--- src/rtl/bdcmotor_pkg.sv ---
// Shared constants and types for the SPI register interface of the motor controller.
// Register map addresses, frame geometry and the frame FSM encoding live here.
package bdcmotor_pkg;

    localparam int FRAME_W  = 16;
    localparam int CMD_BITS = 8;
    localparam int CNT_W    = 5;

    localparam logic [2:0] ADDR_CFG     = 3'd0;
    localparam logic [2:0] ADDR_CTRL    = 3'd1;
    localparam logic [2:0] ADDR_WDOGDIV = 3'd2;

    typedef enum logic [1:0] {
        ST_IDLE = 2'd0,
        ST_CMD  = 2'd1,
        ST_DATA = 2'd2,
        ST_DONE = 2'd3
    } spi_state_e;

    // Readback mux; unmapped addresses read as zero.
    function automatic logic [7:0] rd_select(input logic [2:0] addr,
                                             input logic [7:0] cfg,
                                             input logic [7:0] ctrl,
                                             input logic [7:0] wdogdiv);
        logic [7:0] val;
        val = 8'h00;
        case (addr)
            ADDR_CFG:     val = cfg;
            ADDR_CTRL:    val = ctrl;
            ADDR_WDOGDIV: val = wdogdiv;
            default:      val = 8'h00;
        endcase
        return val;
    endfunction

endpackage

--- src/rtl/spi_sync.sv ---
// Resettable multi-flop bit synchronizer for an asynchronous input.
// RSTVAL is the idle level of the input so no edge is seen when reset releases.
module spi_sync #(
    parameter int   STAGES = 2,
    parameter logic RSTVAL = 1'b0
) (
    input  logic clk,
    input  logic rstn,
    input  logic d,
    output logic q
);

    logic [STAGES-1:0] sr;

    always_ff @(posedge clk or negedge rstn) begin
        if (!rstn) begin
            sr <= {STAGES{RSTVAL}};
        end else begin
            sr <= {sr[STAGES-2:0], d};
        end
    end

    assign q = sr[STAGES-1];

endmodule

--- src/rtl/spi_regif.sv ---
// SPI mode-0 slave decoding 16-bit frames into register write strobes and readback.
// Frame: rw, 4 ignored bits, 3-bit address, 8-bit data, all sampled on the clk domain.
module spi_regif
    import bdcmotor_pkg::*;
#(
    parameter int SYNCSTAGES = 2
) (
    input  logic       clk,
    input  logic       rstn,
    input  logic       sck,
    input  logic       csn,
    input  logic       mosi,
    output logic       miso,
    output logic       misooe,
    output logic [7:0] wrtdata,
    output logic       cfgld,
    output logic       ctrlld,
    output logic       wdogdivld,
    output logic       ctrlrdce,
    input  logic [7:0] cfgrd,
    input  logic [7:0] ctrlrd,
    input  logic [7:0] wdogdivrd,
    output logic [1:0] dbgstate
);

    logic sck_s, csn_s, mosi_s;
    logic sck_d, csn_d;
    logic sck_rise, sck_fall, csn_fall;

    spi_sync #(.STAGES(SYNCSTAGES), .RSTVAL(1'b0)) u_sync_sck (
        .clk (clk), .rstn(rstn), .d(sck), .q(sck_s)
    );
    spi_sync #(.STAGES(SYNCSTAGES), .RSTVAL(1'b1)) u_sync_csn (
        .clk (clk), .rstn(rstn), .d(csn), .q(csn_s)
    );
    spi_sync #(.STAGES(SYNCSTAGES), .RSTVAL(1'b0)) u_sync_mosi (
        .clk (clk), .rstn(rstn), .d(mosi), .q(mosi_s)
    );

    assign sck_rise = sck_s & ~sck_d;
    assign sck_fall = ~sck_s & sck_d;
    assign csn_fall = ~csn_s & csn_d;

    spi_state_e       state, state_nxt;
    logic [CNT_W-1:0] cnt, cnt_nxt;
    logic [7:0]       rx_sr, rx_nxt, rx_shift;
    logic [7:0]       tx_sr, tx_nxt;
    logic             rw_q, rw_nxt;
    logic [2:0]       addr_q, addr_nxt;
    logic [7:0]       wrt_nxt;
    logic             cfg_nxt, ctrl_nxt, wdog_nxt, rdce_nxt;

    always_ff @(posedge clk or negedge rstn) begin
        if (!rstn) begin
            sck_d     <= 1'b0;
            csn_d     <= 1'b1;
            state     <= ST_IDLE;
            cnt       <= '0;
            rx_sr     <= 8'h00;
            tx_sr     <= 8'h00;
            rw_q      <= 1'b0;
            addr_q    <= 3'd0;
            wrtdata   <= 8'h00;
            cfgld     <= 1'b0;
            ctrlld    <= 1'b0;
            wdogdivld <= 1'b0;
            ctrlrdce  <= 1'b0;
        end else begin
            sck_d     <= sck_s;
            csn_d     <= csn_s;
            state     <= state_nxt;
            cnt       <= cnt_nxt;
            rx_sr     <= rx_nxt;
            tx_sr     <= tx_nxt;
            rw_q      <= rw_nxt;
            addr_q    <= addr_nxt;
            wrtdata   <= wrt_nxt;
            cfgld     <= cfg_nxt;
            ctrlld    <= ctrl_nxt;
            wdogdivld <= wdog_nxt;
            ctrlrdce  <= rdce_nxt;
        end
    end

    always_comb begin
        state_nxt = state;
        cnt_nxt   = cnt;
        rx_nxt    = rx_sr;
        tx_nxt    = tx_sr;
        rw_nxt    = rw_q;
        addr_nxt  = addr_q;
        wrt_nxt   = wrtdata;
        cfg_nxt   = 1'b0;
        ctrl_nxt  = 1'b0;
        wdog_nxt  = 1'b0;
        rdce_nxt  = 1'b0;
        rx_shift  = {rx_sr[6:0], mosi_s};

        // A new csn falling edge always restarts the frame, whatever state we are in.
        if (csn_fall) begin
            state_nxt = ST_CMD;
            cnt_nxt   = '0;
        end else if (csn_s) begin
            state_nxt = ST_IDLE;
            cnt_nxt   = '0;
        end else begin
            case (state)
                ST_CMD: begin
                    if (sck_rise) begin
                        rx_nxt  = rx_shift;
                        cnt_nxt = cnt + 1'b1;
                        if (cnt == CNT_W'(CMD_BITS - 1)) begin
                            state_nxt = ST_DATA;
                            rw_nxt    = rx_shift[7];
                            addr_nxt  = rx_shift[2:0];
                            tx_nxt    = rx_shift[7] ?
                                        rd_select(rx_shift[2:0], cfgrd, ctrlrd, wdogdivrd) :
                                        8'h00;
                        end
                    end
                end
                ST_DATA: begin
                    if (sck_rise) begin
                        rx_nxt  = rx_shift;
                        cnt_nxt = cnt + 1'b1;
                        if (cnt == CNT_W'(FRAME_W - 1)) begin
                            state_nxt = ST_DONE;
                            if (rw_q) begin
                                rdce_nxt = (addr_q == ADDR_CTRL);
                            end else begin
                                case (addr_q)
                                    ADDR_CFG: begin
                                        cfg_nxt = 1'b1;
                                        wrt_nxt = rx_shift;
                                    end
                                    ADDR_CTRL: begin
                                        ctrl_nxt = 1'b1;
                                        wrt_nxt  = rx_shift;
                                    end
                                    ADDR_WDOGDIV: begin
                                        wdog_nxt = 1'b1;
                                        wrt_nxt  = rx_shift;
                                    end
                                    default: ;
                                endcase
                            end
                        end
                    // The falling edge right after the command byte keeps the MSB on miso
                    // so the host samples it on the first data rising edge.
                    end else if (sck_fall && cnt != CNT_W'(CMD_BITS)) begin
                        tx_nxt = {tx_sr[6:0], 1'b0};
                    end
                end
                default: ;
            endcase
        end
    end

    assign miso     = (state == ST_DATA) & tx_sr[7];
    assign misooe   = ~csn_s;
    assign dbgstate = state;

endmodule

--- config.mk ---
export PLATFORM = sky130hd
export DESIGN_NAME = spi_regif
export DESIGN_NICKNAME = d
export VERILOG_FILES = /design/src/rtl/bdcmotor_pkg.sv /design/src/rtl/spi_sync.sv /design/src/rtl/spi_regif.sv
export SDC_FILE = /design/constraint.sdc
export NUM_CORES = 1
export LEC_CHECK = 0
export BUFFER_PORTS_ARGS = -buffer_cell sky130_fd_sc_hd__buf_2
export CAP_MARGIN = 20
export CORE_MARGIN = 2
export CORE_UTILIZATION = 54
export CTS_CLUSTER_SIZE = 40
export DETAILED_ROUTE_END_ITERATION = 7
export GPL_TIMING_DRIVEN = 0
export PLACE_DENSITY_LB_ADDON = 0.05
export SLEW_MARGIN = 20
export SYNTH_ARGS = -nofsm -noshare
export SYNTH_HDL_FRONTEND = slang
export SYNTH_SLANG_ARGS = --single-unit
--- constraint.sdc ---
create_clock -name clk -period 2.4 [get_ports clk]
set_input_delay 0 -clock clk [delete_from_list [all_inputs] [get_ports clk]]
set_output_delay 0 -clock clk [all_outputs]
set_load 0.05 [all_outputs]
# --- Word level (Yosys, flattened, before mapping) ---
# Index checks and enable logic that the tools add are counted.
op_classes:
  addsub: 1
  n_mux: 45
  eq_ne: 17
  n_reduce_logical: 15
  bitwise: 9
op_table:
  columns: ["op", "n"]
  rows:
  - ["8-bit two-way mux", 5]
  - ["1-bit two-way mux", 27]
  - ["8-bit case mux with 3 select lines", 1]
  - ["5-bit two-way mux", 4]
  - ["4-bit by 3-bit != test with 1-bit output, second input constant", 4]
  - ["8-bit case mux with 2 select lines", 1]
  - ["7-bit AND reduction", 2]
  - ["2-bit two-way mux", 6]
  - ["5-bit AND reduction", 2]
  - ["2-bit != test, second input constant", 4]
  - ["3-bit by 1-bit equality test with 1-bit output, second input constant", 2]
  - ["3-bit by 2-bit equality test with 1-bit output, second input constant", 2]
  - ["3-bit logical NOT", 2]
  - ["3-bit nonzero test", 2]
  - ["5-bit by 1-bit adder with 5-bit output, second input constant", 1]
  - ["5-bit by 3-bit equality test with 1-bit output, second input constant", 1]
  - ["5-bit by 4-bit equality test with 1-bit output, second input constant", 1]
  - ["5-bit by 4-bit != test with 1-bit output, second input constant", 1]
  - ["1-bit NOT", 5]
  - ["1-bit AND", 4]
  - ["2-bit case mux with 2 select lines", 1]
  - ["4-bit AND reduction", 1]
  - ["4-bit nonzero test", 1]
  - ["3-bit OR reduction", 1]
  - ["6 further kinds", 6]
word_totals:
  ff_bits: 46
  output_inout_bits: 16
  elab_cells: 103

# --- Logic depth before layout (Yosys ltp) ---
logic_depth:
  ltp_word: 8
  mapped_depth: 7
  ltp_nobuf: 7

# --- Hierarchy ---
# A second synthesis with hierarchy kept.
hier_totals:
  hier_cells: 159
  area_unflattened_um2: 2117.0
modules_own_cells:
  columns: ["mod", "n_inst", "cells_per_inst", "area_each_um2"]
  rows:
  - ["spi_regif", 1, 153, 1964.4]
  - ["spi_sync at u_sync_mosi ...", 2, 2, 50.0]
  - ["spi_sync at u_sync_csn", 1, 2, 52.6]

# --- Worst setup path before layout ---
# OpenSTA, ideal clock, no wires.
synth_timing:
  path_type: "reg-to-reg"
  startpoint: "register state[1] (netlist: dbgstate[1])"
  endpoint: "register wrtdata[0]"
  stages_incl_launch_ff: 6
  period_less_slack_ns: 2.319
  arrival_ns: 2.195
  path_buffers: 0
  path_slack_ns: 0.081
  path_cell_list: "dfrtp_1 > ha_1 > nand3b_1 > or4_4 > a21oi_4 > mux2_2"
synth_via:
  elab_chain_len: 2
synth_rtl:
  columns: ["element", "line", "source"]
  rows:
  - ["from (decl)", "spi_regif.sv:44", "spi_state_e state, state_nxt;"]
  - ["from (signal assigned)", "spi_regif.sv:71", "state <= state_nxt;"]
  - ["2-bit equality test", "spi_regif.sv:107", "case (state)"]
  - ["7-bit AND reduction (no source line)", null, null]
  - ["to (signal assigned)", "spi_regif.sv:77", "wrtdata <= wrt_nxt;"]
  - ["to (decl)", "spi_regif.sv:15", "output logic [7:0] wrtdata,"]
# No other way between the ends.
# A chain may end at the register's enable or synchronous reset.

# --- Final worst setup path ---
layout_timing:
  startpoint: "register cnt[0]"
  endpoint: "register tx_sr[3]"
layout_via:
  elab_chain_len: 4
layout_rtl:
  columns: ["element", "line", "source"]
  rows:
  - ["from (decl)", "spi_regif.sv:45", "logic [CNT_W-1:0] cnt, cnt_nxt;"]
  - ["from (signal assigned)", "spi_regif.sv:72", "cnt <= cnt_nxt;"]
  - ["5-bit by 4-bit != test with 1-bit output", "spi_regif.sv:150", "end else if (sck_fall && cnt != CNT_W'(CMD_BITS)) begin"]
  - ["1-bit logical AND", "spi_regif.sv:150", null]
  - ["2-bit != test (no source line)", null, null]
  - ["7-bit AND reduction (no source line) (*)", null, null]
  - ["to (signal assigned)", "spi_regif.sv:74", "tx_sr <= tx_nxt;"]
  - ["to (decl)", "spi_regif.sv:47", "logic [7:0] tx_sr, tx_nxt;"]
# Mark *: on every way between the ends. The rest lies on a longest branch, timed or not.

==> impl_metrics.ini <==
[run_status]
status = complete, no violations

[clock_network]
cts_resized = 0
insertion_delay_ps = 290
clock_sinks = 46
cts_root_buf = clkbuf_8
cts_buffers = 5
hold_buffers = 4
post-cts-setup-buffers = 0
clk_path_buf_depth = 2
htreeDepth = 2
cts_tree = yes
path_clk_slew_ps = 80

[floorplanning]
initial_core_util_pct = 57.3
dieWidth_um = 67.0
ios = 45
fp.dieH_um = 67.0
std_cell_rows = 22
die-area_um2 = 4490
coreArea_um2 = 3740

[timing]
rsz0062_at_grt = false
fin_skew_ps = 9.03
tightest_slew_ps = 975
slew_headroom_pct = 35.0
finalCriticalPeriod_ps = 2370
hold_viol = 0
fmax_mhz = 423
tns_ps = 0
finalCritPeriodShare_pct = 98.6
setup_viol_count_final = 0
final_max_slew_viol_count = 0

[setup_path]
crit_chain = ha_1, nor4bb_1, nand4b_1, a21oi_2, mux2_2
crit_path_end = tx_sr[3]
setup.worst_path.end_class = flop
critPathArrivalTime_ps = 2540
r2r_cells = 5
worstReg2RegEnd = tx_sr[3]
critical_path_class = flop to flop
r2r-start = cnt[0]
critPathSlowestCell = nor4bb_1
setup.worst_path.start = cnt[0]
start_kind = flop
worstPathMaxFanout = 8
r2r_setup_slack_ps = 30
required_ps = 2580
cpPeakStageDelay_ps = 600

[cells_and_area]
fillers = 301
drive_gt1_share_pct = 38.2
area_growth_pct = 20.6
nets = 261
final_cells = 276
antennaDiodeCount = 0

[grt]
track_usage_pct = 20.2
antenna_found_initial = 0
grt_pass1_vias = 1500
grt-ovfl-total = 0
grt_first_pass_wirelength_mm = 6.66
grt_start_max_net_pins = 47

[detailed_routing]
drt_wl_total_mm = 4.06
drtIter0Drc = 71
avgViaCountPerCell = 5.47
drtPass1Iterations = 4
vias = 1509
ant_nets = 0
drc = 0
wl_per_cell_um = 14.7

[synth]
synth_top_area_cell = dfrtp_1
synth_flop_cell = dfrtp_1
synth_seq_cells = 46
synth_top_area_share_pct = 50.2
synth-edff-count = 0
synth_cell_types = 39
ys_warn_count = 0
synth_common_cells = 43 x dfrtp_1, 26 x mux2_2, 10 x nand3b_1
syn-cell-area_um2 = 2140
syn_area_per_cell_um2 = 12.5
yosysMostFrequentCell = dfrtp_1
syn_nets = 206
ys_top_cells_by_area = dfrtp_1 50%, mux2_2 14%, mux2i_1 4.2%
yosysSeqAreaShare_pct = 53.9
syn_inst = 172
async_flop_share_pct = 100

[power_and_ir_drop]
p_leak_nw = 1.27
p_per_area_nw_per_um2 = 595
vdd_ir_drop_max_mv = 0.409

[placement]
dp_hpwl_mm = 2.89
place.gp.congestion = 0.879
placement.io_buffers = 44
placedCellCount = 264

[flow_run]
max-cap-violations = 0

[worst_hold_path]
hold_path.class = input port to flop
-- critical path: cells and delay by family, from the launching register on --
kind	cells	cell delay, ps
simple gates	2	800
fa+ha+maj	1	200
flops	1	410
mux	1	390
compound gates	1	450
-- cell usage in the layout (no fill, tap or decap), types with 3 or more instances in the layout --
cell type       n
buf_2          45
dfrtp_1        43
mux2_2         26
nand3b_1       10
inv_1           9
mux2i_1         9
o21ai_0         9
nor2_1          9
a22o_1          7
clkbuf_8        6
clkbuf_1        5
ha_1            5
nand2_1         4
dlygate4sd3_1   4
dfstp_2         3
-- power by group --
part / switching (W) / internal [W] / total [W]
combinational: 0.0000857 / 0.0000606 / 0.000146
clock: 0.000240 / 0.000339 / 0.000579
sequential: 0.0000182 / 0.000795 / 0.000813
total: 0.000343 / 0.00119 / 0.00154
-- worst min path at each step --
stage	slack, ps	endpoint	cells past startpoint	startpoint
after global routing	170	tx_sr[0]	5	wdogdivrd[0]
final	100	tx_sr[0]	5	wdogdivrd[0]
after global placement	110	u_sync_csn.sr[0]	1	csn
after detailed placement	110	u_sync_csn.sr[0]	1	csn
after CTS	100	tx_sr[0]	5	wdogdivrd[0]
after floorplan	-300	addr_q[0]	0	rstn
-- stage by stage --
| step | setup WS (ps) | hold WS [ps] | cell area [µm²] | power (W) | util (%) |
|---|---|---|---|---|---|
| floorplan | 80.6 | -296 | 2140 | 0.000905 | - |
| global placement | 107 | 106 | 2420 | 0.000962 | 64.8 |
| detailed placement | 120 | 108 | 2430 | 0.000971 | 64.9 |
| CTS | 89.0 | 99.6 | 2590 | 0.00155 | 69.1 |
| global route | 8.53 | 167 | 2590 | 0.00160 | 69.1 |
| finish | 33.4 | 99.1 | 2590 | 0.00154 | 69.1 |
-- cell type report --
class | count | area [µm²] | share of cell area (%)
Tap cell | 48 | 60.1 | 2.32
Timing Repair Buffer | 48 | 260 | 10.1
Sequential cell | 46 | 1150 | 44.7
Clock buffer | 7 | 86.3 | 3.34
Buffer | 6 | 31.3 | 1.21
Clock inverter | 1 | 30.0 | 1.16
Multi-Input combinational cell | 111 | 930 | 35.9
Inverter | 9 | 33.8 | 1.31
-- sequential cells by signal, summed over array words and instances, names as in the netlist --
name and count:
addr_q 3, cfgld 1, cnt 5, csn_d 1, ctrlld 1, ctrlrdce 1
dbgstate 2, rw_q 1, rx_sr 7, sck_d 1, tx_sr 8, u_sync_csn.sr 2
u_sync_mosi.sr 2, u_sync_sck.sr 2, wdogdivld 1, wrtdata 8
-- per-layer routing --
layer  track usage, %  part of all wire [%]  up-vias
met2             33.7                    50       29
li1                 -                     -      732
met1             25.7                    46      746
met4             7.14                  0.44        0
met5                0                     0        -
met3             4.56                   3.5        2
-- logic make-up (layout without fill, tap and decap cells) --
logic type	after synthesis	after routing	share of synthesized area [%]
flops	46	46	53.9
mux	35	35	17.9
compound gates	25	25	8.52
fa+ha+maj	5	5	2.92
buf+inv	15	71	3.03
simple gates	43	43	12.6
xor+xnor	3	3	1.23
Power figures use the tool's default switching activity.
